**src/rtl/bus_txn_sched_if.sv**
```systemverilog
// Bus-side signals of the transaction scheduler: master requests, address strobe,
// slave ready and the scheduler's grant/status outputs.
interface bus_txn_sched_if;
    logic [3:0] m_req;
    logic       m_as;
    logic       s_ready;
    logic [3:0] m_grant;
    logic       txn_done;
    logic       bus_err;
    logic       busy;

    modport slave (
        input  m_req, m_as, s_ready,
        output m_grant, txn_done, bus_err, busy
    );

    modport master (
        output m_req, m_as, s_ready,
        input  m_grant, txn_done, bus_err, busy
    );
endinterface

```
**src/rtl/bus_txn_sched.sv**
```systemverilog
// Four-master round-robin bus scheduler with per-transaction timeout abort and
// burst-length fairness limit.
module bus_txn_sched #(
    parameter int TIMEOUT   = 255,
    parameter int BURST_MAX = 4
) (
    input  logic           clk,
    input  logic           reset,
    bus_txn_sched_if.slave bus
);
    localparam logic [1:0] ST_IDLE = 2'd0;
    localparam logic [1:0] ST_OWN  = 2'd1;
    localparam logic [1:0] ST_WAIT = 2'd2;
    localparam logic [1:0] ST_ERR  = 2'd3;

    localparam logic [7:0] TCNT_LAST = 8'(TIMEOUT - 1);
    localparam logic [3:0] BCNT_MAX  = 4'(BURST_MAX);

    logic [1:0] state_reg, state_next;
    logic [3:0] grant_reg, grant_next;
    logic [1:0] owner_reg, owner_next;
    logic [1:0] rr_ptr_reg, rr_ptr_next;
    logic [7:0] tcnt_reg, tcnt_next;
    logic [3:0] bcnt_reg, bcnt_next;
    logic       txn_done_reg, txn_done_next;
    logic       bus_err_reg, bus_err_next;

    // Requests rotated so that bit 0 is the master at rr_ptr.
    logic [3:0] rot_req;
    generate
        for (genvar gi = 0; gi < 4; gi++) begin : g_rot
            localparam logic [1:0] OFS = 2'(gi);
            logic [1:0] idx;
            assign idx         = rr_ptr_reg + OFS;
            assign rot_req[gi] = bus.m_req[idx];
        end
    endgenerate

    logic [1:0] win_ofs;
    logic [1:0] winner;
    always_comb begin
        win_ofs = 2'd0;
        for (int i = 3; i >= 0; i--) begin
            if (rot_req[i]) win_ofs = 2'(i);
        end
    end
    assign winner = rr_ptr_reg + win_ofs;

    logic       complete;
    logic       others_req;
    logic [3:0] bcnt_inc;
    logic [1:0] owner_plus1;
    assign complete    = ((state_reg == ST_OWN) && bus.m_as && bus.s_ready) ||
                         ((state_reg == ST_WAIT) && bus.s_ready);
    assign others_req  = |(bus.m_req & ~grant_reg);
    assign bcnt_inc    = (bcnt_reg >= BCNT_MAX) ? BCNT_MAX : bcnt_reg + 4'd1;
    assign owner_plus1 = owner_reg + 2'd1;

    always_comb begin
        state_next    = state_reg;
        grant_next    = grant_reg;
        owner_next    = owner_reg;
        rr_ptr_next   = rr_ptr_reg;
        tcnt_next     = tcnt_reg;
        bcnt_next     = bcnt_reg;
        txn_done_next = 1'b0;
        bus_err_next  = 1'b0;

        case (state_reg)
            ST_IDLE: begin
                grant_next = 4'b0000;
                if (|bus.m_req) begin
                    // A new ownership always starts a fresh burst count.
                    state_next = ST_OWN;
                    owner_next = winner;
                    grant_next = 4'b0001 << winner;
                    bcnt_next  = 4'd0;
                end
            end
            ST_OWN: begin
                if (bus.m_as && !bus.s_ready) begin
                    state_next = ST_WAIT;
                    tcnt_next  = 8'd0;
                end else if (!bus.m_as && !bus.m_req[owner_reg]) begin
                    state_next  = ST_IDLE;
                    grant_next  = 4'b0000;
                    rr_ptr_next = owner_plus1;
                end
            end
            ST_WAIT: begin
                // Owner request is deliberately ignored here.
                if (!bus.s_ready) begin
                    if (tcnt_reg == TCNT_LAST) begin
                        state_next   = ST_ERR;
                        grant_next   = 4'b0000;
                        bus_err_next = 1'b1;
                    end else begin
                        tcnt_next = tcnt_reg + 8'd1;
                    end
                end
            end
            default: begin
                state_next  = ST_IDLE;
                grant_next  = 4'b0000;
                rr_ptr_next = owner_plus1;
                bcnt_next   = 4'd0;
            end
        endcase

        if (complete) begin
            txn_done_next = 1'b1;
            if (bcnt_inc == BCNT_MAX) begin
                bcnt_next = 4'd0;
                if (others_req) begin
                    state_next  = ST_IDLE;
                    grant_next  = 4'b0000;
                    rr_ptr_next = owner_plus1;
                end else begin
                    state_next = ST_OWN;
                end
            end else begin
                bcnt_next  = bcnt_inc;
                state_next = ST_OWN;
            end
        end
    end

    always_ff @(posedge clk or negedge reset) begin
        if (!reset) begin
            state_reg    <= ST_IDLE;
            grant_reg    <= 4'b0000;
            owner_reg    <= 2'd0;
            rr_ptr_reg   <= 2'd0;
            tcnt_reg     <= 8'd0;
            bcnt_reg     <= 4'd0;
            txn_done_reg <= 1'b0;
            bus_err_reg  <= 1'b0;
        end else begin
            state_reg    <= state_next;
            grant_reg    <= grant_next;
            owner_reg    <= owner_next;
            rr_ptr_reg   <= rr_ptr_next;
            tcnt_reg     <= tcnt_next;
            bcnt_reg     <= bcnt_next;
            txn_done_reg <= txn_done_next;
            bus_err_reg  <= bus_err_next;
        end
    end

    assign bus.m_grant  = grant_reg;
    assign bus.txn_done = txn_done_reg;
    assign bus.bus_err  = bus_err_reg;
    assign bus.busy     = (state_reg != ST_IDLE);
endmodule

```
**src/flat_wrapper.sv**
```systemverilog
// flat-port wrapper written by rule: the top's interface ports become plain ports
module bus_txn_sched_flat 
#(
    parameter int TIMEOUT   = 255,
    parameter int BURST_MAX = 4
)
  (clk, reset, bus_m_req, bus_m_as, bus_s_ready, bus_m_grant, bus_txn_done, bus_bus_err, bus_busy);
  bus_txn_sched_if bus_i ();
  input  logic clk;
  input  logic reset;
  input wire logic [$bits(bus_i.m_req)-1:0] bus_m_req;
  input wire logic [$bits(bus_i.m_as)-1:0] bus_m_as;
  input wire logic [$bits(bus_i.s_ready)-1:0] bus_s_ready;
  output wire logic [$bits(bus_i.m_grant)-1:0] bus_m_grant;
  output wire logic [$bits(bus_i.txn_done)-1:0] bus_txn_done;
  output wire logic [$bits(bus_i.bus_err)-1:0] bus_bus_err;
  output wire logic [$bits(bus_i.busy)-1:0] bus_busy;
  assign bus_i.m_req = bus_m_req;
  assign bus_i.m_as = bus_m_as;
  assign bus_i.s_ready = bus_s_ready;
  assign bus_m_grant = bus_i.m_grant;
  assign bus_txn_done = bus_i.txn_done;
  assign bus_bus_err = bus_i.bus_err;
  assign bus_busy = bus_i.busy;
  bus_txn_sched #(.TIMEOUT(TIMEOUT), .BURST_MAX(BURST_MAX)) u_core (.clk(clk), .reset(reset), .bus(bus_i));
endmodule
```
**config.mk**
```make
export PLATFORM = sky130hd
export DESIGN_NAME = bus_txn_sched_flat
export DESIGN_NICKNAME = d
export VERILOG_FILES = /design/src/rtl/bus_txn_sched_if.sv /design/src/rtl/bus_txn_sched.sv /design/src/flat_wrapper.sv
export SDC_FILE = /design/constraint.sdc
export NUM_CORES = 1
export LEC_CHECK = 0
export CORE_ASPECT_RATIO = 1.1
export CORE_UTILIZATION = 45
export CTS_CLUSTER_SIZE = 30
export DETAILED_ROUTE_END_ITERATION = 8
export SYNTH_ARGS = -nofsm -noshare
export SYNTH_HDL_FRONTEND = slang
export SYNTH_SLANG_ARGS = --single-unit
```
**constraint.sdc**
```tcl
create_clock -name clk -period 2.4 [get_ports clk]
set_clock_uncertainty 0.15 [all_clocks]
set_input_delay 0.6 -clock clk [delete_from_list [all_inputs] [get_ports clk]]
set_output_delay 0.6 -clock clk [all_outputs]
set_load 0.02 [all_outputs]
```
Yosys cells after proc, flatten, opt, wreduce, memory -nomap -nowiden

Index checks and enable logic that the tools add are counted.

Bits in registers: 24
Bits in latches: 0
Bits in writable memories: 0
Memory bits (read-only): 0
Output and inout port bits: 7
Word-level logic and storage cells: 107
Memories kept: 0

$add $sub $neg: 7
Multipliers: 0
Div/mod/pow operators: 0
Order comparisons: 6
Equal/unequal tests: 12
Shift-type cells: 1
Muxes and demuxes: 51
Bitwise logic cells: 2
Reduce and logical (&&, ||, !) cells: 20

Operators with widths:

| kind                                                                                 | number |
|---|---|
| 4-bit two-way mux                                                                    | 12 |
| 2-bit two-way mux                                                                    | 15 |
| 8-bit two-way mux                                                                    | 3 |
| 8-bit one-hot mux with 2 select lines                                                | 1 |
| 2-bit by 3-bit less-than comparator with 1-bit output (second input constant)        | 5 |
| 4-bit one-hot mux with 3 select lines                                                | 1 |
| 1-bit two-way mux                                                                    | 11 |
| 1-bit binary-select mux with 2-bit select                                            | 5 |
| 8-bit by 1-bit adder with 8-bit output (second input constant)                       | 1 |
| 8-bit equality test (second input constant)                                          | 1 |
| 4-bit one-hot mux with 2 select lines                                                | 1 |
| 4-bit AND reduction                                                                  | 2 |
| 4-bit OR reduction                                                                   | 2 |
| 2-bit inequality test (second input constant)                                        | 3 |
| 3-bit by 2-bit inequality test with 1-bit output (second input constant)             | 2 |
| 2-bit one-hot mux with 3 select lines                                                | 1 |
| 1-bit logical AND                                                                    | 5 |
| 2-bit by 1-bit adder with 2-bit output (second input constant)                       | 2 |
| 2-bit adder (second input constant)                                                  | 2 |
| 4-bit by 1-bit adder with 4-bit output (second input constant)                       | 1 |
| 4-bit bitwise AND                                                                    | 1 |
| 4-bit by 3-bit equality test with 1-bit output (second input constant)               | 1 |
| 4-bit by 3-bit greater-or-equal comparator with 1-bit output (second input constant) | 1 |
| 4-bit by 3-bit inequality test with 1-bit output (second input constant)             | 1 |
| other kinds (14)                                                                     | 19 |

Longest topological paths before layout

Gate-level depths: netlist (run 1).

Depth after elaboration: 14
Depth in mapped cells: 10
Gate-level depth less buffers: 9

Least setup slack after synthesis (run 1)

Ideal clock, no wire load.

Kind: input -> register
Start point: in bus_m_req[3]
End point: reg u_core.grant_reg[3], in the netlist u_core.bus.m_grant[3]
Library setup time: 0.083 ns
Data arrival time: 1.980 ns
Data required time: 2.167 ns
Slack: 0.188 ns
Cell stages on the path: 10
Path buffers: 1
Path through: buf_6 -> nor2b_1 -> a21oi_1 -> o21ai_0 -> a21boi_0 -> ha_1 -> inv_1 -> nor3_1 -> o21ai_0 -> a31oi_1

Longest elaborated chain between the ends: 13

RTL lines:

| item                                            | RTL line             | text |
|---|---|---|
| start: declaration                              | flat_wrapper.sv:11   | `input wire logic [$bits(bus_i.m_req)-1:0] bus_m_req;` |
| 1-bit binary-select mux with 2-bit select       | bus_txn_sched.sv:35  | `assign rot_req[gi] = bus.m_req[idx];` |
| 1-bit two-way mux (not written as such)         | bus_txn_sched.sv:35  |  |
| 2-bit two-way mux (3 in series)                 | bus_txn_sched.sv:44  | `if (rot_req[i]) win_ofs = 2'(i);` |
| 2-bit two-way mux (*)                           | bus_txn_sched.sv:44  |  |
| 2-bit adder (*)                                 | bus_txn_sched.sv:47  | `assign winner = rr_ptr_reg + win_ofs;` |
| via u_core.winner[0]                            | bus_txn_sched.sv:40  | `logic [1:0] winner;` |
| 1-bit by 2-bit << shifter with 4-bit output (*) | bus_txn_sched.sv:76  | `grant_next = 4'b0001 << winner;` |
| 4-bit two-way mux (*)                           | bus_txn_sched.sv:72  | `if (\|bus.m_req) begin` |
| 4-bit one-hot mux with 3 select lines (*)       | bus_txn_sched.sv:69  | `case (state_reg)` |
| 4-bit two-way mux                               | bus_txn_sched.sv:114 | `if (others_req) begin` |
| 4-bit two-way mux                               | bus_txn_sched.sv:112 | `if (bcnt_inc == BCNT_MAX) begin` |
| 4-bit two-way mux (*)                           | bus_txn_sched.sv:110 | `if (complete) begin` |
| via u_core.grant_next[3]                        | bus_txn_sched.sv:20  | `logic [3:0] grant_reg, grant_next;` |
| end signal: assignment                          | bus_txn_sched.sv:140 | `grant_reg <= grant_next;` |
| end: declaration                                | bus_txn_sched.sv:20  |  |

Mark *: on every way through the listed nets, which the timed path passes. The rest lies on a longest branch. The select of a mux whose other input is x is not followed.
A chain may end at the register's enable or synchronous reset.

Worst setup path in the final report (run 1)

Start point: in bus_m_req[3]
End point: reg u_core.grant_reg[2], in the netlist u_core.bus.m_grant[2]

Longest elaborated chain between the ends: 13

RTL lines:

| item                                        | RTL line |
|---|---|
| 1-bit binary-select mux with 2-bit select   | bus_txn_sched.sv:35 |
| 1-bit two-way mux (not written as such)     | bus_txn_sched.sv:35 |
| 2-bit two-way mux (4 in series)             | bus_txn_sched.sv:44 |
| 2-bit adder                                 | bus_txn_sched.sv:47 |
| 1-bit by 2-bit << shifter with 4-bit output | bus_txn_sched.sv:76 |
| 4-bit two-way mux                           | bus_txn_sched.sv:72 |
| 4-bit one-hot mux with 3 select lines       | bus_txn_sched.sv:69 |
| 4-bit two-way mux                           | bus_txn_sched.sv:114 |
| 4-bit two-way mux                           | bus_txn_sched.sv:112 |
| 4-bit two-way mux (*)                       | bus_txn_sched.sv:110 |
| via u_core.grant_next[2]                    | bus_txn_sched.sv:20 |

Marked as above.

==> key figures, run 1 <==
Global route
  – Vias in the first global route: 1592
  – Initial antenna violation count: 0
  – M1 GR Usage: about 28%
  – Largest net degree at the start of global routing: 25
  – Met3 GRT Util: under 10%
  – GR peak layer: met2
  – First-pass GRT wire length: roughly 6.9 mm
  – Congestion Overflow GR: 0
  – Met2 Use GR: 42.2%
  – Gr usage total: 23.2%

Synth
  – Syn Area/Cell: slightly above 9 µm²
  – Mapped Nets: between 200 and 250
  – FF+latch count, synth: 24
  – Post-synthesis compound-gate area fraction: 25.3%
  – Post-synth EDFFs: 0
  – Largest family of logic cells by synthesized area: compound AO/OA/AOI/OAI gates
  – Synth cell count leaders: 24 x dfrtp_1, 13 x nor2_1, 13 x o21ai_0
  – Cells after Synth: 186
  – Simple-Gate Fraction of Synth Area: a little over a fifth
  – XOR/XNOR share of the synthesized area: 1.56%
  – Synth area leader: dfrtp_1
  – Fraction of the mapped netlist area in adder cells: ~5.9%
  – Netlist cell types: 51
  – Synthesized area: about 1700 µm²
  – Area share of the largest cell type after synthesis: 35.6%
  – Ys async rst share: between 90% and 100%
  – Synth area leaders: dfrtp_1 36%, ha_1 5.9%, o21ai_0 3.9%
  – Most common cell in the netlist: dfrtp_1
  – Multiplexer share of the synthesized area: around 4%
  – Sequential fraction of the synthesis area: around 36%
  – Main flop type after synthesis: dfrtp_1
  – Yosys warning total: 0

Worst setup path
  – FF-to-FF path depth: 9
  – WP data required: 2480 ps
  – Crit end category: register
  – Crit path DAT: around 2400 ps
  – Reg-to-reg setup timing slack: about 230 ps
  – Crit path kind: in -> reg
  – Type of origin of the critical path: primary input
  – Worst reg2reg endpoint: u_core.bus.m_grant[2]
  – Worst r2r src: u_core.rr_ptr_reg[0]
  – Maximum fanout along the worst path: 3

Min path
  – Hold Path End: u_core.bcnt_reg[1]
  – Worst Hold Class: reg -> reg
  – Hold path cells: 1
  – HP Start: u_core.bcnt_reg[1]

Outcome
  – Status: finished, final reports clean

Floorplanning
  – Die Wd: around 60 µm
  – Die height: 66.2 µm
  – FP Rows: 22
  – Full die area: 4000 µm²
  – Core Box Area: around 3500 µm²
  – Starting Density: between 40% and 50%
  – # IOs: 15

Route
  – Via count: 1577
  – Via density: 5.84
  – WL per Instance: 15.2 µm
  – Detailed-route DRC error count: 0
  – 1st-pass router iterations: 4
  – Post-route ant nets: 0
  – DRT iter0 DRCs: 100
  – WL final: about 4.1 mm

Placed design
  – Pre-CTS setup slack: -447 ps
  – PortBufs: 14
  – Placed inst area: 1990 µm²
  – Detail Placement HPWL: 3.09 mm
  – Placed Cells incl. Taps: 263
  – GPL Wtd Cong: between 0.8 and 0.9

STA
  – Fin Setup TNS: 0 ps
  – Min Clock Period, post-route: 2350 ps
  – Fmax: between 0.4 and 0.5 GHz
  – Final Cycle Share: between 90% and 100%
  – Worst slew pin tran: between 300 and 400 ps
  – Max_slew headroom: roughly 75%
  – Hold Vio Cnt, Final: 0
  – RSZ-0062 raised after global routing: no
  – Setup WS post-layout: 46.7 ps
  – Final count of negative-setup-slack endpoints: 0
  – Final Max Tran Viols: 0

Pwr
  – Clock Power Share: roughly 12%
  – Flop pwr share: a little under a third
  – Logic pwr share: a little under three fifths
  – Leak pwr: just under 0.9 nW
  – Total net switching power: a little under 0.8 mW
  – Power density over the cells: between 800 and 900 nW/µm²
  – VDD IR max: 0.428 mV
  – Switch share: 42.6%
  – Int Pwr: 1.06 mW

CTS
  – Clk sinks: 24
  – Worst-path clk slew: 130 ps
  – Htree depth: 1
  – Root Buffer: clkbuf_4
  – Clock latency on the worst-skew pair: roughly 310 ps
  – CTS tree: built
  – Clock tree buffer depth: 2
  – CTS Buf Count: 3

Cells and area
  – Largest register FFs: 8
  – Fin area: a little over 2000 µm²
  – Fill count: between 300 and 400
  – Post-layout nets: about 240
  – Final core utilization: approximately three fifths
  – Finished Layout Cells: 270
  – Antenna Cells: 0
  – Layout cell share with drive strength beyond 1: slightly below 20%
  – Area grow syn2layout: 23.3%

Run
  – Number of max-cap violations: 0
-- layer usage --
layer / vias to the layer above / wire length, µm
li1: 781 / -
met1: 772 / 1860
met2: 22 / 2130
met3: 2 / 107
met4: 0 / 19
met5: - / 0
-- metrics by stage --
step	hold slack (ps)	power, mW
finish	377	1.85
global route	411	1.98
CTS	386	1.85
detailed placement	353	1.56
global placement	330	1.53
floorplan	154	1.24
-- cells by family after synthesis --
logic type,after synthesis
AND/OR/NAND/NOR,69
buffers and inverters,17
adder cells (fa/ha/maj),8
multiplexers,5
AO/OA/AOI/OAI,60
XOR/XNOR,3
flip-flops,24
-- power by group through the flow --
| stage | clock network (mW) | logic (mW) | registers, mW |
|---|---|---|---|
| 2_1_floorplan | 0 | 0.634 | 0.605 |
| 3_3_place_gp | 0 | 0.926 | 0.603 |
| 3_5_place_dp | 0 | 0.958 | 0.604 |
| 4_1_cts | 0.229 | 1.03 | 0.587 |
| 5_1_grt | 0.242 | 1.14 | 0.602 |
| 6_report | 0.216 | 1.05 | 0.588 |
-- worst max-delay path by stage --
| stage | startpoint | to | slack, ps | cells past startpoint |
|---|---|---|---|---|
| detailed placement | bus_m_req[3] | u_core.bus.m_grant[2] | -450 | 10 |
| global placement | bus_m_req[3] | u_core.bus.m_grant[3] | -370 | 10 |
| floorplan | bus_m_req[3] | u_core.bus.m_grant[3] | 190 | 10 |
| CTS | bus_m_req[2] | u_core.bus.m_grant[2] | 140 | 11 |
| finish | bus_m_req[3] | u_core.bus.m_grant[2] | 50 | 11 |
| global route | bus_m_req[3] | u_core.bus.m_grant[0] | 2 | 10 |
-- timing repair --
item | in CTS | in global routing
setup endpoints to repair | 6 | 3
buffers inserted | 3 | 0
hold buffers | 0 | 0
pin swaps | 4 | 2
gates resized for setup | 17 | 2
-- cell type report --
cell class,instances,area [µm²],area share [%]
Sequential cell,24,601,28.9
Timing Repair Buffer,38,314,15.1
Tap cell,48,60.1,2.89
Clock buffer,4,36.3,1.74
Multi-Input combinational cell,145,1030,49.4
Inverter,11,41.3,1.99
-- critical path, stage by stage --
cell	delay (ps)
dlygate4sd2_1	270
nor2b_4	140
a21oi_1	130
o21ai_0	110
a21boi_2	170
ha_2	190
buf_4	140
xor2_2	170
nor3_2	170
o21ai_0	150
a31oi_1	210
-- cell usage in the layout, fill, tap and decap left out, types with 6 or more instances in the layout --
| master | netlist | layout |
|---|---|---|
| nand3_1 | 10 | 10 |
| buf_4 | 0 | 23 |
| dfrtp_1 | 24 | 24 |
| a21oi_1 | 10 | 10 |
| o21ai_0 | 13 | 11 |
| and3_1 | 6 | 6 |
| nand2_1 | 8 | 8 |
| clkdlybuf4s50_1 | 0 | 9 |
| inv_1 | 10 | 10 |
| nor3_1 | 10 | 7 |
| ha_1 | 8 | 7 |
| nor2_1 | 13 | 13 |
(Power assumes the default switching activity.)
==> run 2: changes to the inputs <==
--- a/config.mk
+++ b/config.mk
@@ -7,8 +7,10 @@
 export LEC_CHECK = 0
 export CORE_ASPECT_RATIO = 1.1
 export CORE_UTILIZATION = 45
+export CTS_BUF_LIST = sky130_fd_sc_hd__clkbuf_16
 export CTS_CLUSTER_SIZE = 30
 export DETAILED_ROUTE_END_ITERATION = 8
+export GPL_ROUTABILITY_DRIVEN = 0
 export SYNTH_ARGS = -nofsm -noshare
 export SYNTH_HDL_FRONTEND = slang
 export SYNTH_SLANG_ARGS = --single-unit
==> run 2 against run 1 <==
Sequential cell count unchanged. Wire length rose by 1.3%. Cell count is 0.74% lower. Worst hold slack worse by 16 ps. Fmax up 1.0%. Critical path type unchanged. Critical endpoint unchanged. Largest power group unchanged. Highest routed layer unchanged.
==> key figures, run 2 (same netlist as run 1, synthesis figures left out) <==
Cells and area
  – Commonest non-fill, non-tap cell in the layout: dfrtp_1
  – Final core utilization: 61.9% (+1.9 points)
  – Layout cell share with drive strength beyond 1: 20.5% (+0.63 points)
  – Post-layout nets: 237 (-0.84%)
  – Finished Layout Cells: 268 (-0.74%)
  – Largest register FFs: 8 (unchanged)
  – Fill count: 326 (-3.0%)
  – Most frequent cells in the layout: 24 x dfrtp_1, 21 x buf_4, 13 x nor2_1
  – Fin area: 2150 µm² (+3.2%)
  – Area of the multi-input gates: 1060 µm² (+3.7%)
  – Area grow syn2layout: 27.3%
  – Antenna Cells: 0 (unchanged)
  – Area occupied by registers: 601 µm² (unchanged)

CTS
  – Root Buffer: clkbuf_16
  – CTS tree: built
  – Worst-path clk slew: 60 ps (-70 ps)
  – Hold buffers post-CTS: 0 (unchanged)
  – Htree depth: 1 (unchanged)
  – Clock tree buffer depth: 2 (unchanged)
  – CTS Buf Count: 3 (unchanged)
  – Clock latency on the worst-skew pair: 260 ps (-50 ps)
  – Clk sinks: 24 (unchanged)

Global route
  – Congestion Overflow GR: 0 (unchanged)
  – Initial antenna violation count: 0 (unchanged)
  – Gr usage total: 23.6% (+0.37 points)
  – First-pass GRT wire length: 6.95 mm (+0.20%)
  – Vias in the first global route: 1578 (-0.88%)
  – Largest net degree at the start of global routing: 25 (unchanged)

Pwr
  – Leak pwr: 0.898 nW (+1.3%)
  – Power density over the cells: 950 nW/µm² (+6.5%)
  – Post-layout power: 2.04 mW (+10%)
  – VDD IR max: 0.502 mV (+17%)

Worst setup path
  – Crit end category: register
  – WP data required: 2420 ps (-60 ps)
  – FF-to-FF path depth: 9 (unchanged)
  – Reg-to-reg setup timing slack: 230 ps (about the same)
  – Type of origin of the critical path: primary input
  – Maximum fanout along the worst path: 4 (+1)
  – Crit path kind: in -> reg
  – Worst reg2reg endpoint: u_core.bus.m_grant[2]
  – Crit path to: u_core.bus.m_grant[2]
  – Worst Setup SP: bus_m_req[0]
  – Worst r2r src: u_core.rr_ptr_reg[0]
  – Crit path DAT: 2350 ps (-90 ps)

Route
  – 1st-pass router iterations: 4 (unchanged)
  – WL final: 4.17 mm (+1.3%)
  – Via count: 1600 (+1.5%)
  – Post-route ant nets: 0 (unchanged)
  – DRT iter0 DRCs: 83 (-17%)
  – WL per Instance: 15.6 µm (+2.0%)
  – Detailed-route DRC error count: 0 (unchanged)
  – Via density: 5.97 (+2.2%)

STA
  – Setup WS post-layout: 70.5 ps (+23.8 ps)
  – Final count of negative-setup-slack endpoints: 0 (unchanged)
  – Fmax: 0.429 GHz (+1.0%)
  – Worst slew pin tran: 394 ps (+15.8 ps)
  – Hold Vio Cnt, Final: 0 (unchanged)
  – Final Cycle Share: 97.1% (-0.99 points)
  – Final Max Tran Viols: 0 (unchanged)
  – Max_slew headroom: 73.5% (-1.1 points)
  – Min Clock Period, post-route: 2330 ps (-23.8 ps)
  – Fin Setup TNS: 0 ps (unchanged)
  – Min Hold Slack: 361 ps (-16.1 ps)

Floorplanning
  – Core Box Area: 3470 µm² (unchanged)
  – Die Wd: 60.4 µm (unchanged)
  – Full die area: 4000 µm² (unchanged)
  – Starting Density: 48.6% (unchanged)
  – FP Rows: 22 (unchanged)
  – # IOs: 15 (unchanged)
  – Die height: 66.2 µm (unchanged)

Min path
  – Worst Hold Class: reg -> reg

Placed design
  – Detail Placement HPWL: 3.09 mm (unchanged)
  – Pre-CTS setup slack: -447 ps (unchanged)
  – Placed inst area: 1990 µm² (unchanged)
  – PortBufs: 14 (unchanged)
  – Placed Cells incl. Taps: 263 (unchanged)

Outcome
  – Status: finished, final reports clean

Run
  – Number of max-cap violations: 0 (unchanged)
-- run 2: worst min path at each step --
stage                                   from  depth (start not counted)  slack, ps                  to
after floorplan                        reset                          0        150  u_core.bcnt_reg[0]
after global placement    u_core.bcnt_reg[1]                          1        330  u_core.bcnt_reg[1]
after detailed placement  u_core.bcnt_reg[1]                          1        350  u_core.bcnt_reg[1]
after CTS                 u_core.bcnt_reg[1]                          1        370  u_core.bcnt_reg[1]
after global routing      u_core.bcnt_reg[1]                          1        390  u_core.bcnt_reg[1]
final                     u_core.bcnt_reg[1]                          1        360  u_core.bcnt_reg[1]
-- run 2: power breakdown --
part | switching [mW] | internal [mW] | total (mW)
Combinational | 0.585 | 0.483 | 1.07
Sequential | 0.108 | 0.497 | 0.605
Clock | 0.143 | 0.223 | 0.366
Total | 0.836 | 1.20 | 2.04
-- run 2: cell type report --
type                    count  share of cell area, %
inverters                  11                   1.92
repair buffers             36                   14.0
well taps                  48                   2.80
flip-flops and latches     24                   28.0
multi-input cells         145                   49.6
clock inverters             1                  0.175
clock buffers               3                   3.50
-- run 2: worst max-delay path, stage by stage --
cell and delay (ps):
dlygate4sd2_1 280, o21bai_1 130, a21oi_1 80, a21oi_2 140
a21boi_2 90, ha_4 180, buf_4 140, xor2_4 160
nor3_2 240, o21ai_1 120, a31oi_1 190
-- run 2: layer usage --
metal  wire [µm]  GRT usage [%]  up-vias
met5           0              0        -
met4          40           8.72        0
met3         132           5.09        5
met2        2150           41.1       35
met1        1850           27.6      780
li1            -              -      780
-- run 2: what timing repair did --
action | in CTS | in global routing
setup endpoints to repair | 7 | 5
resized for setup | 17 | 12
setup buffers | 1 | 0
pin swaps | 4 | 8
cloned | 0 | 0
